===== config.mk =====
export PLATFORM = sky130hd
export DESIGN_NAME = id_ex_stage
export DESIGN_NICKNAME = d
export VERILOG_FILES = /design/src/rtl/id_ex_stage.sv
export SDC_FILE = /design/constraint.sdc
export NUM_CORES = 1
export LEC_CHECK = 0
export CAP_MARGIN = 15
export CORE_MARGIN = 2
export CORE_UTILIZATION = 41
export DETAILED_ROUTE_END_ITERATION = 16
export GPL_TIMING_DRIVEN = 0
export PLACE_DENSITY = 0.86
export SYNTH_ARGS = -nofsm -noshare
export SYNTH_HDL_FRONTEND = slang
export SYNTH_SLANG_ARGS = --single-unit
export TNS_END_PERCENT = 100

===== constraint.sdc =====
create_clock -name CLK -period 5.85 [get_ports CLK]
set_input_delay 0.8775 -clock CLK [delete_from_list [all_inputs] [get_ports CLK]]
set_output_delay 0.8775 -clock CLK [all_outputs]
set_load 0.01 [all_outputs]

===== src/rtl/id_ex_stage.sv =====
// id_ex_stage: RV32I OP/OP-IMM decode feeding the ID/EX pipeline register.
// Revision 1.0 - initial release.
`default_nettype none

module id_ex_stage #(
  parameter int REG_ADDR_W = 5,
  parameter int XLEN       = 32
) (
  input  logic                  CLK,
  input  logic                  reset,
  input  logic [31:0]           InstrD,
  input  logic                  ValidD,
  input  logic [XLEN-1:0]       RD1D,
  input  logic [XLEN-1:0]       RD2D,
  input  logic                  StallE,
  input  logic                  FlushE,
  output logic                  ReadyD,
  output logic [XLEN-1:0]       OpAE,
  output logic [XLEN-1:0]       OpBE,
  output logic [XLEN-1:0]       ExtImmE,
  output logic [2:0]            ALUFuncE,
  output logic                  OpBSrcE,
  output logic [REG_ADDR_W-1:0] Rs1E,
  output logic [REG_ADDR_W-1:0] Rs2E,
  output logic [REG_ADDR_W-1:0] RdE,
  output logic                  RegWriteE,
  output logic                  ValidE,
  output logic                  IllegalE
);

  localparam logic [6:0] OPC_OP     = 7'b0110011;
  localparam logic [6:0] OPC_OP_IMM = 7'b0010011;

  localparam logic [2:0] ALU_ADD = 3'b000;
  localparam logic [2:0] ALU_SUB = 3'b001;
  localparam logic [2:0] ALU_AND = 3'b010;
  localparam logic [2:0] ALU_OR  = 3'b011;
  localparam logic [2:0] ALU_XOR = 3'b100;
  localparam logic [2:0] ALU_SLT = 3'b101;
  localparam logic [2:0] ALU_SLL = 3'b110;
  localparam logic [2:0] ALU_SRL = 3'b111;

  typedef struct packed {
    logic [XLEN-1:0]       op_a;
    logic [XLEN-1:0]       op_b;
    logic [XLEN-1:0]       ext_imm;
    logic [2:0]            alu_func;
    logic                  op_b_src;
    logic [REG_ADDR_W-1:0] rs1;
    logic [REG_ADDR_W-1:0] rs2;
    logic [REG_ADDR_W-1:0] rd;
    logic                  reg_write;
    logic                  valid;
    logic                  illegal;
  } bundle_t;

  logic [6:0]            opcode;
  logic [2:0]            funct3;
  logic [6:0]            funct7;
  logic                  legal;
  logic [2:0]            func;
  logic                  b_src;
  logic [XLEN-1:0]       imm;
  logic [REG_ADDR_W-1:0] rs2_idx;
  logic [XLEN-1:0]       imm_i;
  logic [XLEN-1:0]       imm_sh;
  bundle_t               decoded;
  bundle_t               bundle_d;
  bundle_t               bundle_q;

  assign opcode = InstrD[6:0];
  assign funct3 = InstrD[14:12];
  assign funct7 = InstrD[31:25];
  assign imm_i  = {{(XLEN-12){InstrD[31]}}, InstrD[31:20]};
  assign imm_sh = {{(XLEN-5){1'b0}}, InstrD[24:20]};

  always_comb begin
    legal   = 1'b0;
    func    = ALU_ADD;
    b_src   = 1'b0;
    imm     = '0;
    rs2_idx = '0;
    case (opcode)
      OPC_OP: begin
        rs2_idx = InstrD[24:20];
        if (funct7 == 7'b0000000) begin
          legal = 1'b1;
          case (funct3)
            3'b000:  func = ALU_ADD;
            3'b111:  func = ALU_AND;
            3'b110:  func = ALU_OR;
            3'b100:  func = ALU_XOR;
            3'b010:  func = ALU_SLT;
            3'b001:  func = ALU_SLL;
            3'b101:  func = ALU_SRL;
            default: legal = 1'b0;
          endcase
        end else if (funct7 == 7'b0100000 && funct3 == 3'b000) begin
          legal = 1'b1;
          func  = ALU_SUB;
        end
      end
      OPC_OP_IMM: begin
        b_src = 1'b1;
        imm   = imm_i;
        legal = 1'b1;
        case (funct3)
          3'b000:  func = ALU_ADD;
          3'b111:  func = ALU_AND;
          3'b110:  func = ALU_OR;
          3'b100:  func = ALU_XOR;
          3'b010:  func = ALU_SLT;
          // Shift amount lives in the low rs2 slot; upper bits must be zero (no SRAI).
          3'b001: begin
            func  = ALU_SLL;
            imm   = imm_sh;
            legal = (funct7 == 7'b0000000);
          end
          3'b101: begin
            func  = ALU_SRL;
            imm   = imm_sh;
            legal = (funct7 == 7'b0000000);
          end
          default: legal = 1'b0;
        endcase
      end
      default: legal = 1'b0;
    endcase
  end

  always_comb begin
    decoded = '0;
    if (ValidD) begin
      decoded.valid   = 1'b1;
      decoded.illegal = ~legal;
      decoded.op_a    = RD1D;
      decoded.op_b    = RD2D;
      decoded.rs1     = InstrD[19:15];
      decoded.rs2     = rs2_idx;
      decoded.rd      = InstrD[11:7];
      if (legal) begin
        decoded.alu_func  = func;
        decoded.op_b_src  = b_src;
        decoded.ext_imm   = imm;
        decoded.reg_write = (InstrD[11:7] != 5'd0);
      end
    end
  end

  // Flush has priority over stall so the hazard unit can squash a held slot.
  always_comb begin
    bundle_d = bundle_q;
    if (FlushE) begin
      bundle_d = '0;
    end else if (!StallE) begin
      bundle_d = decoded;
    end
  end

  always_ff @(posedge CLK or posedge reset) begin
    if (reset) begin
      bundle_q <= '0;
    end else begin
      bundle_q <= bundle_d;
    end
  end

  assign ReadyD    = ~StallE;
  assign OpAE      = bundle_q.op_a;
  assign OpBE      = bundle_q.op_b;
  assign ExtImmE   = bundle_q.ext_imm;
  assign ALUFuncE  = bundle_q.alu_func;
  assign OpBSrcE   = bundle_q.op_b_src;
  assign Rs1E      = bundle_q.rs1;
  assign Rs2E      = bundle_q.rs2;
  assign RdE       = bundle_q.rd;
  assign RegWriteE = bundle_q.reg_write;
  assign ValidE    = bundle_q.valid;
  assign IllegalE  = bundle_q.illegal;

endmodule

`default_nettype wire


==> flow_summary_export.csv, run 1 <==
group,metric,value,unit
route,first_pass_iters,4,
pwr,power.density,217,nW/um^2
global_routing,grt_max_degree,55,
placement,io_buffers,219,
worst_setup_path,path_class,"primary input to primary output",
synth,synth-edff-count,0,
pwr,worst_ir_drop_vdd,0.000112,V
synth,ys_ff_latch,98,
global_routing,grt_antenna_before_repair,0,
floorplan,fp.dieH,101,um
worst_setup_path,cp.required,4.97,ns
worst_setup_path,path_common_cell,"clkdlybuf4s50_1",
layout,synthToLayoutAreaGrowth,67.5,%
clock_tree,cts-root-buf,"clkbuf_8",
worst_setup_path,critPathBufInv,3,
worst_setup_path,crit_family,"buffers and inverters",
route,drc,0,
synth,synth_cell_type_count,32,
sta,slew_headroom,0.513,
synth,syn_avg_cell_area,14.0,um^2
global_routing,grt_pass1_vias,3380,
clock_tree,cts.sinks,98,
worst_setup_path,cp_slowest_cell,"clkdlybuf4s50_1",
synth,synth_cells,274,
worst_setup_path,worst_setup_path_end_kind,"primary output",
floorplan,io-pin-count,220,
run,cap_violations,0,
sta,clock-skew-final,0,ns
placement,dp.final_hpwl,8.58,mm
clock_tree,cts.repair.resized,0,
worst_setup_path,worstPathCellList,"clkdlybuf4s50_1 -> inv_1 -> clkdlybuf4s50_1",
layout,nets,606,
global_routing,track_usage,0.219,
sta,drv_slew,0,
worst_setup_path,crit_path_max_incr_delay,0.54,ns
placement,placed_cell_area,6190,um^2
route,antenna_left,0,
floorplan,die_w,101,um
clock_tree,tritoncts.num_buffers,9,
sta,rsz0062_at_grt,"false",
synth,synth_area_leader_cell,"dfrtp_1",
clock_tree,insertion_delay,0.35,ns
worst_setup_path,crit_arrival,1.96,ns
synth,synthesis.area,3830,um^2
route,wl_per_cell,18.0,um
global_routing,grt_overflow,0,
sta,setup_tns,0,ns
placement,routabilityCongestion,0.795,
sta,fin_crit_sh,0.485,
synth,yosysWarnings,0,
layout,drive_gt1_frac,0.112,
floorplan,rows,35,
sta,maxClockFrequency,0.353,GHz
layout,final_cells,621,
hold_path,worst_hold_path_type,"flip-flop to flip-flop",
sta,finalWorstSetupSlack,3.01,ns
placement,pre_cts_ws,2.90,ns
sta,hold_viol,0,
route,avgViaCountPerCell,5.21,
floorplan,die-area,10100,um^2
layout,most-common-layout-cells,"clkdlybuf4s50_1, dfrtp_1, a22o_1",
synth,async_reset_ff_frac,1.00,
route,drt_iter0_drc,98,
worst_setup_path,crit_path_max_fanout,2,
clock_tree,clk_pin_slew,0.10,ns
layout,diodes,0,
global_routing,grt_first_pass_wirelength,17.0,mm
synth,seq_area_frac_synth,0.640,
clock_tree,cts_tree,"yes",
layout,finalInstanceArea,6420,um^2
outcome,status,"finished clean",
floorplan,core_area,9150,um^2
synth,synth_top_cell_area_share,0.640,
worst_setup_path,setup.worst_path.start_class,"primary input",
floorplan,initial_core_util,0.419,
sta,setup_violations,0,
layout,n_fill_cell,658,
pwr,leakage,2.88,nW
route,vias,3233,
layout,mostFrequentLayoutCell,"clkdlybuf4s50_1",
clock_tree,cts_hold_buf,0,
sta,worstMarginPinSlew,0.729,ns
synth,synth.area.top_cells,"dfrtp_1, a22o_1, buf_4",
placement,place_inst,605,
route,drt-total-wl,11.2,mm
sta,min_period,2.84,ns
synth,synth_nets,375,
synth,yosys_most_used_dff,"dfrtp_1",
clock_tree,post_cts_buffers,0,
clock_tree,cts_max_level,3,
clock_tree,clock_path_buffers,2,
## synthesized netlist by cell type (all sizes together), types with 2 or more instances
| cell type | n |
|---|---|
| a21o | 4 |
| a22o | 92 |
| a32oi | 2 |
| buf | 27 |
| clkbuf | 12 |
| dfrtp | 98 |
| inv | 3 |
| nand2 | 6 |
| nor2 | 3 |
| nor2b | 4 |
| o21ai | 4 |
| o31ai | 3 |
| or4 | 2 |
## cells by family after synthesis
family,after synthesis,synth area share
DFF,98,0.640
buffers and inverters,42,0.0636
and+or+nand+nor,26,0.0532
AOI/OAI and AO/OA,107,0.241
xor gates and xnor gates,1,0.00229
## layout make-up
class	instances	area [um^2]	area share
inverters	3	13.8	0.00214
multi-input cells	134	1140	0.177
clock buffers	11	141	0.0220
clock inverters	5	85.1	0.0133
plain buffers	39	233	0.0362
flip-flops and latches	98	2450	0.382
repair buffers	220	2220	0.346
well taps	111	139	0.0216
## worst paths after layout
path | start | cells after the start | slack (ns) | end
setup / recovery | StallE | 3 | 3.01 | ReadyD
hold / removal | OpBSrcE$_DFFE_PP0P_ | 1 | 0.49 | OpBSrcE$_DFFE_PP0P_
setup reg to reg | ExtImmE[30]$_DFFE_PP0P_ | 1 | 4.80 | ExtImmE[30]$_DFFE_PP0P_
hold reg to reg | OpBSrcE$_DFFE_PP0P_ | 1 | 0.49 | OpBSrcE$_DFFE_PP0P_
max in group asynchronous | reset | 3 | 4.28 | RdE[2]$_DFFE_PP0P_
min in group asynchronous | reset | 2 | 0.92 | OpAE[29]$_DFFE_PP0P_
## power breakdown
| part | switching, mW | leakage [nW] | internal, mW | total [mW] |
|---|---|---|---|---|
| clock | 0.239 | 0.110 | 0.255 | 0.494 |
| sequential | 0.0126 | 1.34 | 0.697 | 0.709 |
| combinational | 0.0763 | 1.43 | 0.116 | 0.192 |
| total | 0.328 | 2.88 | 1.07 | 1.40 |
## stage by stage
stage	power, mW	hold slack, ns	util
after floorplan	0.781	0.514	-
after global placement	0.908	0.464	0.674
after detailed placement	0.916	0.472	0.677
after CTS	1.40	0.495	0.702
after global routing	1.44	0.506	0.702
final	1.40	0.490	0.702
## routing by layer
| metal | up-vias | GRT usage | routed length (um) | part of all wire |
|---|---|---|---|---|
| met4 | 0 | 0.0991 | 339 | 0.030 |
| met2 | 141 | 0.373 | 5620 | 0.50 |
| met1 | 1582 | 0.267 | 4540 | 0.41 |
| met3 | 26 | 0.0451 | 648 | 0.058 |
| li1 | 1484 | - | - | - |
| met5 | - | 0 | 0 | 0 |
## state kept, by name, summed over array words and instances, names as in the netlist, 3 cells and up
| name | flops |
|---|---|
| Rs1E | 5 |
| RdE | 5 |
| Rs2E | 5 |
| ALUFuncE | 3 |
| OpAE | 32 |
| ExtImmE | 12 |
| OpBE | 32 |
No activity file was read; power rests on OpenSTA's default activity.
==> run 2, diff against run 1 <==
--- a/config.mk
+++ b/config.mk
@@ -7,10 +7,10 @@
 export LEC_CHECK = 0
 export CAP_MARGIN = 15
 export CORE_MARGIN = 2
-export CORE_UTILIZATION = 41
+export CORE_UTILIZATION = 38
 export DETAILED_ROUTE_END_ITERATION = 16
 export GPL_TIMING_DRIVEN = 0
-export PLACE_DENSITY = 0.86
+export PLACE_DENSITY = 0.8
 export SYNTH_ARGS = -nofsm -noshare
 export SYNTH_HDL_FRONTEND = slang
 export SYNTH_SLANG_ARGS = --single-unit
==> constraint.sdc (replaced) <==
create_clock -name CLK -period 2.81 [get_ports CLK]
set_input_delay 0.4215 -clock CLK [delete_from_list [all_inputs] [get_ports CLK]]
set_output_delay 0.4215 -clock CLK [all_outputs]
set_load 0.01 [all_outputs]
==> run 2 against run 1 <==
Compared with the run above: wire length fell by 0.56%; design area rose by 0.23%; worst setup slack got worse by 2.5 ns; sequential cell count did not move; power rose by 100%; utilization fell by 4.3 points; register-to-register slack got worse by 3.0 ns; sequential power rose by 110%; final cell count rose by 3.5%; die area rose by 7.6%; global-route usage fell by 1.6 points; critical path type is now flip-flop to primary output; largest cell class unchanged; largest power group unchanged.
==> flow_summary_export.csv, run 2 (synthesized netlist as in run 1, its figures left out) <==
group,metric,value,unit
layout,mostFrequentLayoutCell,"clkdlybuf4s50_1",
route,wl_per_cell,17.3,um
clock_tree,cts.repair.resized,0,
worst_setup_path,path_class,"flip-flop to primary output",
worst_setup_path,setup.worst_path.start_class,"flip-flop",
route,first_pass_iters,4,
sta,clock-skew-final,0,ns
worst_setup_path,worst_setup_path_end_kind,"primary output",
sta,slew_headroom,0.530,
global_routing,track_usage,0.202,
global_routing,grt_first_pass_wirelength,17.5,mm
outcome,status,"finished clean",
worst_setup_path,cp_slowest_cell,"dfrtp_1",
route,drt-total-wl,11.1,mm
pwr,leakage,2.87,nW
layout,diodes,0,
placement,dp.final_hpwl,8.48,mm
route,wl_met3,632,um
route,vias,3189,
route,antenna_left,0,
worst_setup_path,startpoint,"ExtImmE[30]$_DFFE_PP0P_",
route,drt_iter0_drc,162,
worst_setup_path,crit_path_max_incr_delay,0.73,ns
worst_setup_path,reg2reg_from,"ExtImmE[30]$_DFFE_PP0P_",
clock_tree,cts_max_level,3,
sta,setup_violations,0,
sta,fin_crit_sh,0.800,
layout,drive_gt1_frac,0.108,
route,met1Wirelength,4.50,mm
placement,io_buffers,219,
route,met2_length,5.65,mm
floorplan,io-pin-count,220,
route,drc,0,
clock_tree,post_cts_buffers,0,
floorplan,initial_core_util,0.392,
placement,place_inst,628,
clock_tree,cts_tree,"yes",
floorplan,die-area,10900,um^2
global_routing,grt_antenna_before_repair,0,
worst_setup_path,cp.required,2.39,ns
sta,rsz0062_at_grt,"false",
pwr,worst_ir_drop_vdd,0.000203,V
sta,min_period,2.25,ns
sta,hold_viol,0,
clock_tree,insertion_delay,0.35,ns
placement,routabilityCongestion,0.775,
placement,pre_cts_ws,0.351,ns
sta,drv_slew,0,
global_routing,grt_overflow,0,
run,cap_violations,0,
sta,finalWorstSetupSlack,0.561,ns
sta,setup_tns,0,ns
clock_tree,cts.sinks,98,
route,avgViaCountPerCell,4.96,
layout,synthToLayoutAreaGrowth,67.9,%
floorplan,core_area,9770,um^2
pwr,finalPower,2.83,mW
hold_path,worst_hold_path_type,"primary input to asynchronous set/reset pin",
layout,most-common-layout-cells,"clkdlybuf4s50_1, dfrtp_1, a22o_1",
floorplan,die_w,104,um
clock_tree,clk_pin_slew,0.09,ns
clock_tree,cts_hold_buf,0,
layout,n_fill_cell,731,
clock_tree,tritoncts.num_buffers,9,
clock_tree,cts-root-buf,"clkbuf_8",
global_routing,grt_pass1_vias,3289,
sta,worstMarginPinSlew,0.702,ns
global_routing,grt_max_degree,45,
layout,nets,607,
clock_tree,clock_path_buffers,2,
floorplan,rows,36,
pwr,power.density,440,nW/um^2
worst_setup_path,crit_path_max_fanout,22,
layout,final_cells,643,
worst_setup_path,worstPathCellList,"buf_4 -> clkdlybuf4s50_1",
route,top_layer_used,"met4",
sta,maxClockFrequency,0.445,GHz
worst_setup_path,crit_arrival,1.83,ns
floorplan,fp.dieH,104,um
run 2: final timing paths:
path                                           end  slack (ns)  cells after the start
min reg2reg                     ValidE$_DFFE_PP0P_        0.49                      1
min in group CLK                ValidE$_DFFE_PP0P_        0.49                      1
max                                    ExtImmE[31]        0.56                      2
min                           OpBE[20]$_DFFE_PP0P_        0.47                      2
max in group asynchronous      OpAE[9]$_DFFE_PP0P_        1.73                      3
max reg2reg                ExtImmE[30]$_DFFE_PP0P_        1.77                      1
run 2: final cells by class:
type	count	area, um^2	share of cell area
flip-flops and latches	98	2450	0.381
plain buffers	39	233	0.0362
repair buffers	221	2230	0.347
multi-input cells	134	1140	0.177
inverters	3	15.0	0.00233
well taps	133	166	0.0259
clock buffers	12	135	0.0210
clock inverters	3	65.1	0.0101
run 2: stage by stage:
step	cell area, um^2	hold WS, ns	util
final	6440	0.472	0.658
after global routing	6440	0.497	0.658
after CTS	6440	0.467	0.658
after detailed placement	6240	0.466	0.638
after global placement	6200	0.461	0.634
after floorplan	3840	0.514	-
run 2: power by group:
part	internal (mW)	leakage (nW)	total, mW	switching [mW]
sequential	1.45	1.34	1.47	0.0235
combinational	0.242	1.43	0.403	0.160
clock	0.497	0.100	0.953	0.456
total	2.19	2.87	2.83	0.640
run 2: critical path: cells and delay by family (launching register included):
kind	cells	cell delay, ns
buffers and inverters	2	0.74
flip-flops	1	0.73
run 2: layer usage:
metal / track usage / up-vias
li1: - / 1484
met1: 0.248 / 1558
met2: 0.341 / 127
met3: 0.0414 / 20
met4: 0.0956 / 0
met5: 0 / -
